File: src/rtl/path_controller_if.sv
// rtl/path_controller_if.sv - control, tracker, path_math and transmitter signals of path_controller
// Signal groups:
//   run control  : go, abort, target
//   trackers     : location/loc_valid, orientation/orient_valid
//   path_math    : math_enable, math_location, math_target, math_orientation, math_done, math_command
//   transmitter  : tx_start, tx_command, tx_done
//   status       : busy, arrived, failed, iter_count, state
// master drives the environment side, slave is the controller itself.
interface path_controller_if;
    logic        go;
    logic        abort;
    logic [11:0] target;
    logic [11:0] location;
    logic        loc_valid;
    logic [4:0]  orientation;
    logic        orient_valid;
    logic        math_done;
    logic [11:0] math_command;
    logic        tx_done;

    logic        math_enable;
    logic [11:0] math_location;
    logic [11:0] math_target;
    logic [4:0]  math_orientation;
    logic        tx_start;
    logic [11:0] tx_command;
    logic        busy;
    logic        arrived;
    logic        failed;
    logic [3:0]  iter_count;
    logic [2:0]  state;

    modport master (
        output go, abort, target, location, loc_valid, orientation, orient_valid,
               math_done, math_command, tx_done,
        input  math_enable, math_location, math_target, math_orientation, tx_start,
               tx_command, busy, arrived, failed, iter_count, state
    );

    modport slave (
        input  go, abort, target, location, loc_valid, orientation, orient_valid,
               math_done, math_command, tx_done,
        output math_enable, math_location, math_target, math_orientation, tx_start,
               tx_command, busy, arrived, failed, iter_count, state
    );
endinterface

File: src/rtl/path_controller.sv
// rtl/path_controller.sv - closed-loop sequencer driving path_math and the IR transmitter
// Ports:
//   clock - system clock
//   reset - asynchronous active-low reset
//   bus   - path_controller_if.slave: run control, tracker samples, path_math and
//           transmitter handshakes, status outputs
module path_controller #(
    parameter logic [7:0]       TOL_R         = 8'd4,
    parameter int unsigned      CNT_W         = 24,
    parameter logic [CNT_W-1:0] SETTLE_CYCLES = 24'd6500000,
    parameter logic [3:0]       MAX_ITER      = 4'd8,
    parameter logic [5:0]       MATH_TIMEOUT  = 6'd32
) (
    input  logic              clock,
    input  logic              reset,
    path_controller_if.slave  bus
);

    typedef enum logic [2:0] {
        S_IDLE       = 3'd0,
        S_WAIT_FRESH = 3'd1,
        S_CALC       = 3'd2,
        S_CALC_WAIT  = 3'd3,
        S_DECIDE     = 3'd4,
        S_ISSUE      = 3'd5,
        S_TX_WAIT    = 3'd6,
        S_SETTLE     = 3'd7
    } state_t;

    state_t           state_q, state_d;
    logic [11:0]      target_q, target_d;
    logic [11:0]      loc_q, loc_d;
    logic [4:0]       ori_q, ori_d;
    logic [11:0]      cmd_q, cmd_d;
    logic             loc_fresh_q, loc_fresh_d;
    logic             ori_fresh_q, ori_fresh_d;
    logic             done_q;
    logic             arrived_q, arrived_d;
    logic             failed_q, failed_d;
    logic [3:0]       iter_q, iter_d;
    logic [5:0]       to_cnt_q, to_cnt_d;
    logic [CNT_W-1:0] settle_q, settle_d;
    logic             clr_fresh;
    logic             done_rise;

    // Only a fresh rising edge counts: path_math holds done high until its next
    // enable, so a level left over from the previous pass must be ignored.
    assign done_rise = bus.math_done & ~done_q;

    always_comb begin
        state_d   = state_q;
        target_d  = target_q;
        loc_d     = loc_q;
        ori_d     = ori_q;
        cmd_d     = cmd_q;
        arrived_d = arrived_q;
        failed_d  = failed_q;
        iter_d    = iter_q;
        to_cnt_d  = to_cnt_q;
        settle_d  = settle_q;
        clr_fresh = 1'b0;

        if (state_q != S_IDLE && bus.abort) begin
            state_d = S_IDLE;
        end else begin
            case (state_q)
                S_IDLE: begin
                    if (bus.go) begin
                        target_d  = bus.target;
                        arrived_d = 1'b0;
                        failed_d  = 1'b0;
                        iter_d    = 4'd0;
                        clr_fresh = 1'b1;
                        state_d   = S_WAIT_FRESH;
                    end
                end
                S_WAIT_FRESH: begin
                    if (loc_fresh_q && ori_fresh_q) begin
                        loc_d     = bus.location;
                        ori_d     = bus.orientation;
                        clr_fresh = 1'b1;
                        state_d   = S_CALC;
                    end
                end
                S_CALC: begin
                    to_cnt_d = 6'd0;
                    state_d  = S_CALC_WAIT;
                end
                S_CALC_WAIT: begin
                    if (done_rise) begin
                        cmd_d   = bus.math_command;
                        state_d = S_DECIDE;
                    end else if (to_cnt_q == MATH_TIMEOUT - 6'd1) begin
                        failed_d = 1'b1;
                        state_d  = S_IDLE;
                    end else begin
                        to_cnt_d = to_cnt_q + 6'd1;
                    end
                end
                S_DECIDE: begin
                    if (cmd_q[7:0] <= TOL_R) begin
                        arrived_d = 1'b1;
                        state_d   = S_IDLE;
                    end else if (iter_q == MAX_ITER) begin
                        failed_d = 1'b1;
                        state_d  = S_IDLE;
                    end else begin
                        state_d = S_ISSUE;
                    end
                end
                S_ISSUE: begin
                    iter_d  = iter_q + 4'd1;
                    state_d = S_TX_WAIT;
                end
                S_TX_WAIT: begin
                    if (bus.tx_done) begin
                        settle_d = SETTLE_CYCLES;
                        state_d  = S_SETTLE;
                    end
                end
                S_SETTLE: begin
                    if (settle_q == '0) begin
                        // Samples taken while the rover was moving are stale.
                        clr_fresh = 1'b1;
                        state_d   = S_WAIT_FRESH;
                    end else begin
                        settle_d = settle_q - CNT_W'(1);
                    end
                end
                default: state_d = S_IDLE;
            endcase
        end

        // A valid pulse coinciding with a clear still marks its sample fresh.
        loc_fresh_d = bus.loc_valid    | (loc_fresh_q & ~clr_fresh);
        ori_fresh_d = bus.orient_valid | (ori_fresh_q & ~clr_fresh);
    end

    always_ff @(posedge clock or negedge reset) begin
        if (!reset) begin
            state_q     <= S_IDLE;
            target_q    <= '0;
            loc_q       <= '0;
            ori_q       <= '0;
            cmd_q       <= '0;
            loc_fresh_q <= 1'b0;
            ori_fresh_q <= 1'b0;
            done_q      <= 1'b0;
            arrived_q   <= 1'b0;
            failed_q    <= 1'b0;
            iter_q      <= '0;
            to_cnt_q    <= '0;
            settle_q    <= '0;
        end else begin
            state_q     <= state_d;
            target_q    <= target_d;
            loc_q       <= loc_d;
            ori_q       <= ori_d;
            cmd_q       <= cmd_d;
            loc_fresh_q <= loc_fresh_d;
            ori_fresh_q <= ori_fresh_d;
            done_q      <= bus.math_done;
            arrived_q   <= arrived_d;
            failed_q    <= failed_d;
            iter_q      <= iter_d;
            to_cnt_q    <= to_cnt_d;
            settle_q    <= settle_d;
        end
    end

    // Strobes are decoded from the registered state so an abort arriving in
    // ISSUE cannot suppress the tx_start pulse already in flight.
    assign bus.math_enable      = (state_q == S_CALC);
    assign bus.tx_start         = (state_q == S_ISSUE);
    assign bus.math_location    = loc_q;
    assign bus.math_target      = target_q;
    assign bus.math_orientation = ori_q;
    assign bus.tx_command       = cmd_q;
    assign bus.busy             = (state_q != S_IDLE);
    assign bus.arrived          = arrived_q;
    assign bus.failed           = failed_q;
    assign bus.iter_count       = iter_q;
    assign bus.state            = state_q;

endmodule

File: src/flat_wrapper.sv
// flat-port wrapper written by rule: the top's interface ports become plain ports
module path_controller_flat 
#(
    parameter logic [7:0]       TOL_R         = 8'd4,
    parameter int unsigned      CNT_W         = 24,
    parameter logic [CNT_W-1:0] SETTLE_CYCLES = 24'd6500000,
    parameter logic [3:0]       MAX_ITER      = 4'd8,
    parameter logic [5:0]       MATH_TIMEOUT  = 6'd32
)
  (clock, reset, bus_go, bus_abort, bus_target, bus_location, bus_loc_valid, bus_orientation, bus_orient_valid, bus_math_done, bus_math_command, bus_tx_done, bus_math_enable, bus_math_location, bus_math_target, bus_math_orientation, bus_tx_start, bus_tx_command, bus_busy, bus_arrived, bus_failed, bus_iter_count, bus_state);
  path_controller_if bus_i ();
  input  logic clock;
  input  logic reset;
  input wire logic [$bits(bus_i.go)-1:0] bus_go;
  input wire logic [$bits(bus_i.abort)-1:0] bus_abort;
  input wire logic [$bits(bus_i.target)-1:0] bus_target;
  input wire logic [$bits(bus_i.location)-1:0] bus_location;
  input wire logic [$bits(bus_i.loc_valid)-1:0] bus_loc_valid;
  input wire logic [$bits(bus_i.orientation)-1:0] bus_orientation;
  input wire logic [$bits(bus_i.orient_valid)-1:0] bus_orient_valid;
  input wire logic [$bits(bus_i.math_done)-1:0] bus_math_done;
  input wire logic [$bits(bus_i.math_command)-1:0] bus_math_command;
  input wire logic [$bits(bus_i.tx_done)-1:0] bus_tx_done;
  output wire logic [$bits(bus_i.math_enable)-1:0] bus_math_enable;
  output wire logic [$bits(bus_i.math_location)-1:0] bus_math_location;
  output wire logic [$bits(bus_i.math_target)-1:0] bus_math_target;
  output wire logic [$bits(bus_i.math_orientation)-1:0] bus_math_orientation;
  output wire logic [$bits(bus_i.tx_start)-1:0] bus_tx_start;
  output wire logic [$bits(bus_i.tx_command)-1:0] bus_tx_command;
  output wire logic [$bits(bus_i.busy)-1:0] bus_busy;
  output wire logic [$bits(bus_i.arrived)-1:0] bus_arrived;
  output wire logic [$bits(bus_i.failed)-1:0] bus_failed;
  output wire logic [$bits(bus_i.iter_count)-1:0] bus_iter_count;
  output wire logic [$bits(bus_i.state)-1:0] bus_state;
  assign bus_i.go = bus_go;
  assign bus_i.abort = bus_abort;
  assign bus_i.target = bus_target;
  assign bus_i.location = bus_location;
  assign bus_i.loc_valid = bus_loc_valid;
  assign bus_i.orientation = bus_orientation;
  assign bus_i.orient_valid = bus_orient_valid;
  assign bus_i.math_done = bus_math_done;
  assign bus_i.math_command = bus_math_command;
  assign bus_i.tx_done = bus_tx_done;
  assign bus_math_enable = bus_i.math_enable;
  assign bus_math_location = bus_i.math_location;
  assign bus_math_target = bus_i.math_target;
  assign bus_math_orientation = bus_i.math_orientation;
  assign bus_tx_start = bus_i.tx_start;
  assign bus_tx_command = bus_i.tx_command;
  assign bus_busy = bus_i.busy;
  assign bus_arrived = bus_i.arrived;
  assign bus_failed = bus_i.failed;
  assign bus_iter_count = bus_i.iter_count;
  assign bus_state = bus_i.state;
  path_controller #(.TOL_R(TOL_R), .CNT_W(CNT_W), .SETTLE_CYCLES(SETTLE_CYCLES), .MAX_ITER(MAX_ITER), .MATH_TIMEOUT(MATH_TIMEOUT)) u_core (.clock(clock), .reset(reset), .bus(bus_i));
endmodule
File: config.mk
export PLATFORM = sky130hd
export DESIGN_NAME = path_controller_flat
export DESIGN_NICKNAME = d
export VERILOG_FILES = /design/src/rtl/path_controller_if.sv /design/src/rtl/path_controller.sv /design/src/flat_wrapper.sv
export SDC_FILE = /design/constraint.sdc
export NUM_CORES = 1
export LEC_CHECK = 0
export ABC_AREA = 1
export ABC_CLOCK_PERIOD_IN_PS = 1800
export BUFFER_PORTS_ARGS = -buffer_cell sky130_fd_sc_hd__buf_2
export CELL_PAD_IN_SITES_DETAIL_PLACEMENT = 1
export CELL_PAD_IN_SITES_GLOBAL_PLACEMENT = 1
export CORE_MARGIN = 2
export CORE_UTILIZATION = 40
export CTS_BUF_LIST = sky130_fd_sc_hd__clkbuf_16
export CTS_CLUSTER_DIAMETER = 200
export CTS_CLUSTER_SIZE = 20
export DETAILED_ROUTE_END_ITERATION = 16
export GPL_ROUTABILITY_DRIVEN = 0
export GPL_TIMING_DRIVEN = 0
export PLACE_DENSITY = 0.89
export SYNTH_ARGS = -nofsm -noshare
export SYNTH_HDL_FRONTEND = slang
export SYNTH_SLANG_ARGS = --single-unit
File: constraint.sdc
create_clock -name clock -period 1.8 [get_ports clock]
set_input_delay 0 -clock clock [delete_from_list [all_inputs] [get_ports clock]]
set_output_delay 0 -clock clock [all_outputs]
set_load 0.005 [all_outputs]
==> results of run 1 <==
-- layout make-up --
cell class / count / area (µm²) / share of cell area
plain buffers: 12 / 116.4 / 0.01898
repair buffers: 153 / 1031 / 0.1681
well taps: 140 / 175.2 / 0.02857
inverters: 44 / 177.7 / 0.02897
flip-flops and latches: 83 / 2086 / 0.3401
multi-input cells: 396 / 2245 / 0.3660
clock buffers: 9 / 225.2 / 0.03673
clock inverters: 7 / 76.32 / 0.01245
-- sequential cells by signal (all words and copies together), names as in the netlist --
name,count
u_core.loc_fresh_q,1
u_core.ori_fresh_q,1
u_core.bus.arrived,1
u_core.bus.state,3
u_core.bus.math_target,12
u_core.bus.math_orientation,5
u_core.settle_q,24
u_core.to_cnt_q,6
u_core.bus.tx_command,12
u_core.bus.math_location,12
u_core.bus.iter_count,4
u_core.bus.failed,1
u_core.done_q,1
-- cell families after synthesis --
logic type / count (synthesis) / share of synthesized area
buf+inv: 56 / 0.06354
compound gates: 32 / 0.03818
mux: 29 / 0.08110
xor+xnor: 7 / 0.01366
flops: 83 / 0.4627
simple gates: 319 / 0.3158
fa+ha+maj: 9 / 0.02508
-- power breakdown --
| part | switching [mW] | internal, mW | total [mW] | leakage [nW] |
|---|---|---|---|---|
| combinational | 2.58 | 1.84 | 4.42 | 1.99 |
| clock | 0.851 | 1.08 | 1.93 | 0.144 |
| sequential | 0.541 | 2.51 | 3.05 | 1.06 |
-- how the worst min path moves through the flow --
| stage | cells after the start | end |
|---|---|---|
| 4_1_cts | 5 | u_core.bus.math_target[1]$_DFFE_PN0P_ |
| 2_1_floorplan | 0 | u_core.bus.arrived$_DFFE_PN0P_ |
| 6_report | 5 | u_core.bus.math_target[1]$_DFFE_PN0P_ |
| 5_1_grt | 3 | u_core.bus.iter_count[1]$_DFFE_PN0P_ |
| 3_5_place_dp | 1 | u_core.settle_q[7]$_DFFE_PN0P_ |
| 3_3_place_gp | 1 | u_core.done_q$_DFF_PN0_ |
-- stage by stage --
stage	area (µm²)	std cells	hold slack, ns	setup TNS, ns
CTS	5972	839	0.04896	0
detailed placement	5200	777	0.004809	-0.5168
floorplan	4489	535	-0.2956	0
global placement	5170	776	0.1240	0
global route	6132	844	0.09497	-0.7609
finish	6132	844	0.07315	0
-- worst register-to-register path, cell delays in order (launching register included) --
cell     delay [ns]
dfrtp_2        0.46
inv_2          0.11
ha_4           0.17
nand2_4        0.08
nor2_2         0.27
inv_1          0.18
buf_2          0.23
nand2_1        0.09
nand2_1        0.06
-- cell usage after synthesis (3+ instances only) --
master    number  area [µm²]
nand2_1      174       653.1
dfrtp_1       83        2077
nor2_1        65       244.0
nand3_1       38       190.2
inv_1         37       138.9
o21ai_0       15       75.07
nand4_1       13       81.33
mux2_2        12       135.1
mux2_4        10       150.1
ha_1           9       112.6
buf_6          8       90.09
mux2_1         7       78.83
o21ai_1        7       35.03
or2_2          7       43.79
a21oi_1        6       30.03
nor2_2         6       37.54
xor2_1         6       52.55
inv_2          4       15.01
nand2_4        4       45.04
buf_2          3       15.01
nand2_2        3       18.77
o21bai_1       3       22.52
-- layout by cell type, fill, tap and decap left out, types with 8 or more instances in the layout --
cell and count:
buf_2 103, buf_4 8, clkbuf_16 9, dfrtp_1 76, dlygate4sd3_1 45, inv_1 34
mux2_2 12, mux2_4 10, nand2_1 170, nand3_1 37, nand4_1 13, nor2_1 54
nor2_2 13, o21ai_0 14, o21ai_1 8
-- layer usage --
layer  global-route usage  wire length [µm]  vias to the layer above
met3              0.03912               552                       42
met1               0.3139              6093                     2175
li1                     -                 -                     2041
met4              0.08499               552                        0
met2               0.4895              8604                      129
met5                    0                 0                        -
-- repair_timing --
action                                  4_1_cts  5_1_grt
endpoints found under the setup margin       34       64
setup buffers                                 1        5
resized for setup                             5       40
hold buffers                                 45        0
pin swaps                                     0        4
endpoints found under the hold margin        78        0
==> reports/results.ini, run 1 <==
[synthesis]
ys_seq_area_frac = 0.4627
syn_nets = 593
synthCells = 535
synth.distinct_cells = 37
synth_area_per_cell_um2 = 8.391
ys_warn_count = 0
synth_area_mm2 = 0.004489
synth_flop_cell = dfrtp_1
synth_edf_count = 0
ys_ff_latch = 83
synthArstFlopShare = 1.000

[worst_setup_path]
setup.worst_path.class = reg -> reg
cp_num_buf_inv = 3
worstPathRequired_ns = 2.05
rr_endpoint = u_core.bus.math_target[4]$_DFFE_PN0P_
startpoint_type = register
slowest_delay_ns = 0.46
cp-endpoint = u_core.bus.math_target[4]$_DFFE_PN0P_
reg2reg_depth = 8
cp_top_family = buffers and inverters
r2r-start = u_core.bus.state[1]$_DFFE_PN0P_
critPathMaxFanout = 10
cp_num_cells = 8
cp_cell_sequence = inv_2 > ha_4 > nand2_4 > nor2_2 > inv_1 > buf_2 > nand2_1 > nand2_1
regToRegSetupSlack_ns = 0.04
critPathCaptureType = register
crit_start = u_core.bus.state[1]$_DFFE_PN0P_
crit_arrival_ns = 2.01
slowest_stage = dfrtp_2
cpMostUsedCell = nand2_1

[final_layout]
final_util = 0.5632
diodes = 0
syn_to_final_growth_pct = 36.59
drive_above_1_share = 0.3153
nets = 757
nFillCells = 1298

[status]
status = finished, final reports clean

[pwr]
power_density_mw_per_mm2 = 1533
total_power_mw = 9.398
ir_worst_vdd_uv = 955.4
p_leak_nw = 3.191

[clocking]
root_buffer = clkbuf_16
clockBufferDepth = 2
cts.sinks = 83
numCtsBuffers = 9
clkLatencyLatePin_ns = 0.36
cts_tree = built
path_clk_slew_ns = 0.07
cts_max_level = 3

[routing]
num_vias = 4387
drc = 0
vias_per_cell = 5.198
first_pass_iters = 4
drt_iter0_drc = 177
avgRoutedWirePerCell_um = 18.72
finalWirelength_um = 15800
detail-route-antenna-nets = 0

[timing]
fin_skew_ns = 0.01269
fmax_mhz = 568.6
slew_viol_final = 0
period_needed_ns = 1.759
finalHoldViolations = 0
worst_slack_ns = 0.04115
rsz0062_at_grt = true
worst_pin_slew_ns = 0.4924
final-setup-viol-count = 0
finalCritPeriodShare = 0.9771
slew_headroom = 0.6717

[placement]
dp_slack_ns = -0.04953
place.port_buffers = 101
hpwlAfterDp_um = 9697

[global_routing]
grt_pass1_vias = 4790
grt_max_degree = 50
grt_pass1_wl_um = 24390
grt_antenna_before_repair = 0
grtUsageTotal = 0.2653
grt_overflow = 0

[floorplanning]
fp.dieH_um = 109.9
core_mm2 = 0.01089
start_util = 0.4123
ios = 102
rows = 38
dieArea_mm2 = 0.01209
die_w_um = 109.9

[run]
drv_cap = 0

[min_path]
hp-class = in -> reg
worstHoldStart = bus_go

Note: power is estimated with default switching activity, not from simulation.
==> inputs of run 2 (changes only) <==
ABC_CLOCK_PERIOD_IN_PS = 1700   (was 1800)
CAP_MARGIN = 10   (was not set)
clock period = 1.7 ns   (was 1.8 ns; I/O delays follow)
==> reports/results.ini, run 2 (synthesis results as in run 1) <==
[status]
status = finished, violations left  ; was finished, final reports clean
violations = negative setup slack

[final_layout]
layout_common_cells = 160 x nand2_1, 102 x buf_2, 69 x dfrtp_1  ; was 170 x nand2_1, 103 x buf_2, 76 x dfrtp_1
final_common_cell = nand2_1  ; unchanged
final_util = 0.6114  ; was 0.5632
syn_to_final_growth_pct = 48.27  ; was 36.59%
nets = 779  ; was 757
top_register = u_core.settle_q  ; unchanged
diodes = 0  ; unchanged
drive_above_1_share = 0.3981  ; was 0.3153
design_area_mm2 = 0.006656  ; was 0.006132 mm²
largest_register_ffs = 24  ; unchanged
nFillCells = 1250  ; was 1298
layout.cells.non_filler = 866  ; was 844

[routing]
finalWirelength_um = 20600  ; was 15800 µm
avgRoutedWirePerCell_um = 23.79  ; was 18.72 µm
first_pass_iters = 4  ; unchanged
num_vias = 4901  ; was 4387
drc = 0  ; unchanged
vias_per_cell = 5.659  ; was 5.198
drt_iter0_drc = 220  ; was 177
detail-route-antenna-nets = 0  ; unchanged

[global_routing]
grt_pass1_wl_um = 24410  ; was 24390 µm
grt_antenna_before_repair = 0  ; unchanged
grt_overflow = 0  ; unchanged
grtUsageTotal = 0.2659  ; was 0.2653
grt_max_degree = 50  ; unchanged
grt_pass1_vias = 4814  ; was 4790

[floorplanning]
rows = 38  ; unchanged
fp.dieH_um = 109.9  ; unchanged
ios = 102  ; unchanged
core_mm2 = 0.01089  ; unchanged
die_w_um = 109.9  ; unchanged
start_util = 0.4123  ; unchanged
dieArea_mm2 = 0.01209  ; unchanged

[worst_setup_path]
cp_top_family = simple AND/OR/NAND/NOR gates  ; was buffers and inverters
slowest_delay_ns = 0.47  ; was 0.46 ns
cp_num_buf_inv = 2  ; was 3
critPathMaxFanout = 10  ; unchanged
worstPathRequired_ns = 1.97  ; was 2.05 ns
crit_arrival_ns = 2.14  ; was 2.01 ns
cp_cell_sequence = nor2_4 > nand2_4 > nor2_4 > nand2_1 > clkinv_1 > nand3_4 > nand2_8 > buf_6 > nand2_1 > o21ai_1  ; was inv_2 > ha_4 > nand2_4 > nor2_2 > inv_1 > buf_2 > nand2_1 > nand2_1
startpoint_type = register  ; unchanged
slowest_stage = dfrtp_2  ; unchanged
setup.worst_path.class = reg -> reg  ; unchanged
critPathCaptureType = register  ; unchanged

[timing]
finalHoldViolations = 0  ; unchanged
worst_slack_ns = -0.1749  ; was 0.04115 ns
period_needed_ns = 1.875  ; was 1.759 ns
fin_skew_ns = 0.008629  ; was 0.01269 ns
hold-worst-slack_ns = 0.08807  ; was 0.07315 ns
finalSetupTns_ns = -3.399  ; was 0 ns
finalCritPeriodShare = 1.103  ; was 0.9771
final-setup-viol-count = 56  ; was 0
fmax_mhz = 533.4  ; was 568.6 MHz
slew_headroom = 0.6544  ; was 0.6717
slew_viol_final = 0  ; unchanged
rsz0062_at_grt = true  ; unchanged
worst_pin_slew_ns = 0.5183  ; was 0.4924 ns

[placement]
placedInstanceArea_mm2 = 0.005200  ; unchanged
dp_slack_ns = -0.1495  ; was -0.04953 ns
place.port_buffers = 101  ; unchanged
hpwlAfterDp_um = 9697  ; unchanged
dpl.cell_count = 777  ; unchanged

[clocking]
clockBufferDepth = 2  ; unchanged
cts_tree = built  ; unchanged
root_buffer = clkbuf_16  ; unchanged
numCtsBuffers = 9  ; unchanged
cts_max_level = 3  ; unchanged
path_clk_slew_ns = 0.07  ; about the same
clkLatencyLatePin_ns = 0.36  ; about the same
cts.sinks = 83  ; unchanged

[run]
drv_cap = 0  ; unchanged

[pwr]
total_power_mw = 11.34  ; was 9.398 mW
p_leak_nw = 3.446  ; was 3.191 nW
ir_worst_vdd_uv = 1142  ; was 955.4 µV
power_density_mw_per_mm2 = 1704  ; was 1533 mW/mm²

[min_path]
hp-class = in -> reg  ; unchanged

-- run 2: changes by cell type in the layout (fill, tap and decap cells not counted), sizes merged --
| cell | delta |
|---|---|
| buf | +20 |
| clkbuf | +2 |
-- run 2: area by class of cell --
class	instances	area (µm²)	area share
inverters	44	190.2	0.02857
multi-input cells	396	2505	0.3763
well taps	140	175.2	0.02632
repair buffers	175	1242	0.1867
clock buffers	9	225.2	0.03383
plain buffers	12	147.6	0.02218
flip-flops and latches	83	2095	0.3147
clock inverters	7	76.32	0.01147
-- run 2: power by group --
part | internal (mW) | leakage [nW] | total, mW | switching (mW)
Combinational | 2.46 | 2.26 | 5.90 | 3.45
Sequential | 2.66 | 1.05 | 3.34 | 0.677
Clock | 1.15 | 0.144 | 2.10 | 0.952
Total | 6.27 | 3.45 | 11.3 | 5.08
-- run 2: routing by layer --
layer,GRT usage,part of all wire
met5,0,0
met2,0.4772,0.53
met4,0.1040,0.054
met3,0.05098,0.049
met1,0.3107,0.37
-- run 2: timing repair --
action | in CTS | in global routing
endpoints found under the hold margin | 78 | 0
pin swaps | 1 | 15
buffers inserted | 5 | 21
gates cloned | 0 | 2
endpoints found under the setup margin | 65 | 68
resized for setup | 21 | 115
hold buffers | 45 | 0
-- run 2: worst min-delay path, stage by stage --
cell and delay [ns]:
buf_2 0.10, inv_1 0.11, nor2_4 0.08, nand2_1 0.06, nand2_1 0.05
-- run 2: path summary, 6_finish.rpt --
kind	startpoint	end	slack, ns	cells past startpoint
min reg2reg	u_core.bus.math_target[7]$_DFFE_PN0P_	u_core.bus.math_target[7]$_DFFE_PN0P_	0.47	2
min	bus_go	u_core.bus.math_target[2]$_DFFE_PN0P_	0.09	5
max in group asynchronous	reset	u_core.settle_q[4]$_DFFE_PN0P_	0.91	3
max reg2reg	u_core.settle_q[4]$_DFFE_PN0P_	u_core.settle_q[16]$_DFFE_PN0P_	-0.17	10
min in group asynchronous	reset	u_core.settle_q[22]$_DFFE_PN0P_	0.16	2
max	u_core.settle_q[4]$_DFFE_PN0P_	u_core.settle_q[16]$_DFFE_PN0P_	-0.17	10
==> inputs of run 3 (changes only) <==
PLACE_DENSITY = 0.79   (was 0.89)
==> reports/results.ini, run 3 (synthesis results as in run 1) <==
[final_layout]
final_common_cell = nand2_1  ; unchanged
seq_area_mm2 = 0.002087  ; was 0.002095 mm²
drive_above_1_share = 0.3504  ; was 0.3981
layout.cells.non_filler = 862  ; was 866
syn_to_final_growth_pct = 43.70  ; was 48.27%
top_register = u_core.settle_q  ; unchanged
diodes = 0  ; unchanged
multi_input_area_mm2 = 0.002372  ; was 0.002505 mm²
largest_register_ffs = 24  ; unchanged
nets = 775  ; was 779
design_area_mm2 = 0.006451  ; was 0.006656 mm²
nFillCells = 1302  ; was 1250
layout_common_cells = 168 x nand2_1, 101 x buf_2, 75 x dfrtp_1  ; was 160 x nand2_1, 102 x buf_2, 69 x dfrtp_1

[global_routing]
grt_pass1_wl_um = 23140  ; was 24410 µm
grt_max_degree = 47  ; was 50
grt_pass1_vias = 4734  ; was 4814
grtUsageTotal = 0.2512  ; was 0.2659
grt_overflow = 0  ; unchanged
grt_antenna_before_repair = 0  ; unchanged

[status]
status = finished, violations left  ; unchanged
violations = negative setup slack  ; unchanged

[worst_setup_path]
rr_endpoint = u_core.bus.failed$_DFFE_PN0P_  ; was u_core.settle_q[16]$_DFFE_PN0P_
reg2reg_depth = 11  ; was 10
setup.worst_path.class = reg -> reg  ; unchanged
cp-endpoint = u_core.bus.failed$_DFFE_PN0P_  ; was u_core.settle_q[16]$_DFFE_PN0P_
critPathCaptureType = register  ; unchanged
crit_arrival_ns = 1.99  ; was 2.14 ns
regToRegSetupSlack_ns = -0.06  ; was -0.17 ns
critPathMaxFanout = 4  ; was 10
worstPathRequired_ns = 1.93  ; was 1.97 ns
startpoint_type = register  ; unchanged
crit_start = u_core.bus.state[1]$_DFFE_PN0P_  ; was u_core.settle_q[4]$_DFFE_PN0P_
r2r-start = u_core.bus.state[1]$_DFFE_PN0P_  ; was u_core.settle_q[4]$_DFFE_PN0P_

[floorplanning]
fp.dieH_um = 109.9  ; unchanged
rows = 38  ; unchanged
dieArea_mm2 = 0.01209  ; unchanged
ios = 102  ; unchanged
core_mm2 = 0.01089  ; unchanged
die_w_um = 109.9  ; unchanged
start_util = 0.4123  ; unchanged

[timing]
slew_viol_final = 0  ; unchanged
finalCritPeriodShare = 1.038  ; was 1.103
finalHoldViolations = 0  ; unchanged
fin_skew_ns = 0.008084  ; was 0.008629 ns
worst_pin_slew_ns = 0.5359  ; was 0.5183 ns
rsz0062_at_grt = true  ; unchanged
fmax_mhz = 566.7  ; was 533.4 MHz
worst_slack_ns = -0.06465  ; was -0.1749 ns
final-setup-viol-count = 3  ; was 56
period_needed_ns = 1.765  ; was 1.875 ns
slew_headroom = 0.6427  ; was 0.6544

[routing]
vias_per_cell = 5.259  ; was 5.659
drc = 0  ; unchanged
avgRoutedWirePerCell_um = 19.56  ; was 23.79 µm
wl_met3_um = 652  ; was 1010 µm
finalWirelength_um = 16860  ; was 20600 µm
top_layer_used = met4  ; unchanged
detail-route-antenna-nets = 0  ; unchanged
wl_met1_um = 6432  ; was 7655 µm
drt_iter0_drc = 201  ; was 220
num_vias = 4533  ; was 4901
first_pass_iters = 4  ; unchanged
wl_met2_um = 9254  ; was 10820 µm

[clocking]
cts.sinks = 83  ; unchanged
cts_tree = built  ; unchanged
numCtsBuffers = 9  ; unchanged
root_buffer = clkbuf_16  ; unchanged
path_clk_slew_ns = 0.07  ; about the same
cts_max_level = 3  ; unchanged
clockBufferDepth = 2  ; unchanged
clkLatencyLatePin_ns = 0.35  ; was 0.36 ns

[placement]
hpwlAfterDp_um = 9486  ; was 9697 µm
placedInstanceArea_mm2 = 0.005200  ; unchanged
place.port_buffers = 101  ; unchanged
dpl.cell_count = 777  ; unchanged

[pwr]
total_power_mw = 10.58  ; was 11.34 mW
power_density_mw_per_mm2 = 1640  ; was 1704 mW/mm²
ir_worst_vdd_uv = 775.8  ; was 1142 µV
p_leak_nw = 3.358  ; was 3.446 nW

[min_path]
hp-class = in -> reg  ; unchanged

[run]
drv_cap = 0  ; unchanged

-- run 3: cell type report --
| type | count | area share |
|---|---|---|
| inverter | 44 | 0.02909 |
| multi-input combinational | 396 | 0.3677 |
| clock buffer | 9 | 0.03491 |
| tap | 140 | 0.02715 |
| clock inverter | 7 | 0.01086 |
| timing repair buffer | 171 | 0.1841 |
| buffer | 12 | 0.02269 |
| sequential | 83 | 0.3235 |
-- run 3: how the worst min path moves through the flow --
stage	from	to	slack [ns]	cells after the start
after floorplan	reset	u_core.bus.arrived$_DFFE_PN0P_	-0.30	0
after global placement	bus_math_done	u_core.done_q$_DFF_PN0_	0.12	1
after detailed placement	reset	u_core.to_cnt_q[0]$_DFFE_PN0P_	0.01	1
after CTS	bus_go	u_core.bus.math_target[0]$_DFFE_PN0P_	0.08	5
after global routing	bus_abort	u_core.bus.iter_count[0]$_DFFE_PN0P_	0.17	3
final	bus_abort	u_core.bus.iter_count[0]$_DFFE_PN0P_	0.16	3
-- run 3: through the flow --
stage            util  setup slack, ns  hold slack, ns  TNS [ns]
2_1_floorplan       -          0.02676         -0.2956         0
3_3_place_gp   0.4748         -0.09000          0.1235    -8.793
3_5_place_dp   0.4776          -0.1805        0.009609    -5.902
4_1_cts        0.5537         -0.03740         0.07670   -0.2765
5_1_grt        0.5925          -0.1782          0.1674    -1.926
6_report       0.5925         -0.06465          0.1578  -0.06972
-- run 3: layer usage --
metal  global-route usage  vias to the layer above
met4               0.1239                        0
li1                     -                     2063
met5                    0                        -
met1               0.2874                     2284
met2               0.4500                      138
met3              0.04149                       48
-- run 3: where the power goes --
part	switching (mW)	internal, mW
Combinational	2.99	2.31
Clock	0.875	1.14
Sequential	0.611	2.66
Total	4.48	6.10
-- run 3: critical path: stages, from the launching register on --
cell and delay (ns):
dfrtp_2 0.46, inv_4 0.07, ha_4 0.18, buf_4 0.13, nand2_1 0.06, inv_1 0.09, nand2_1 0.08, o21ai_0 0.10
inv_1 0.09, nand4_1 0.17, nand2_1 0.12, o21ai_1 0.09
-- run 3: repair_timing --
action,in CTS,in global routing
resized for setup,14,74
pin swaps,2,17
buffers inserted,5,18
hold buffers,45,0
endpoints found under the hold margin,81,0
cloned,0,1
setup endpoints to repair,59,65
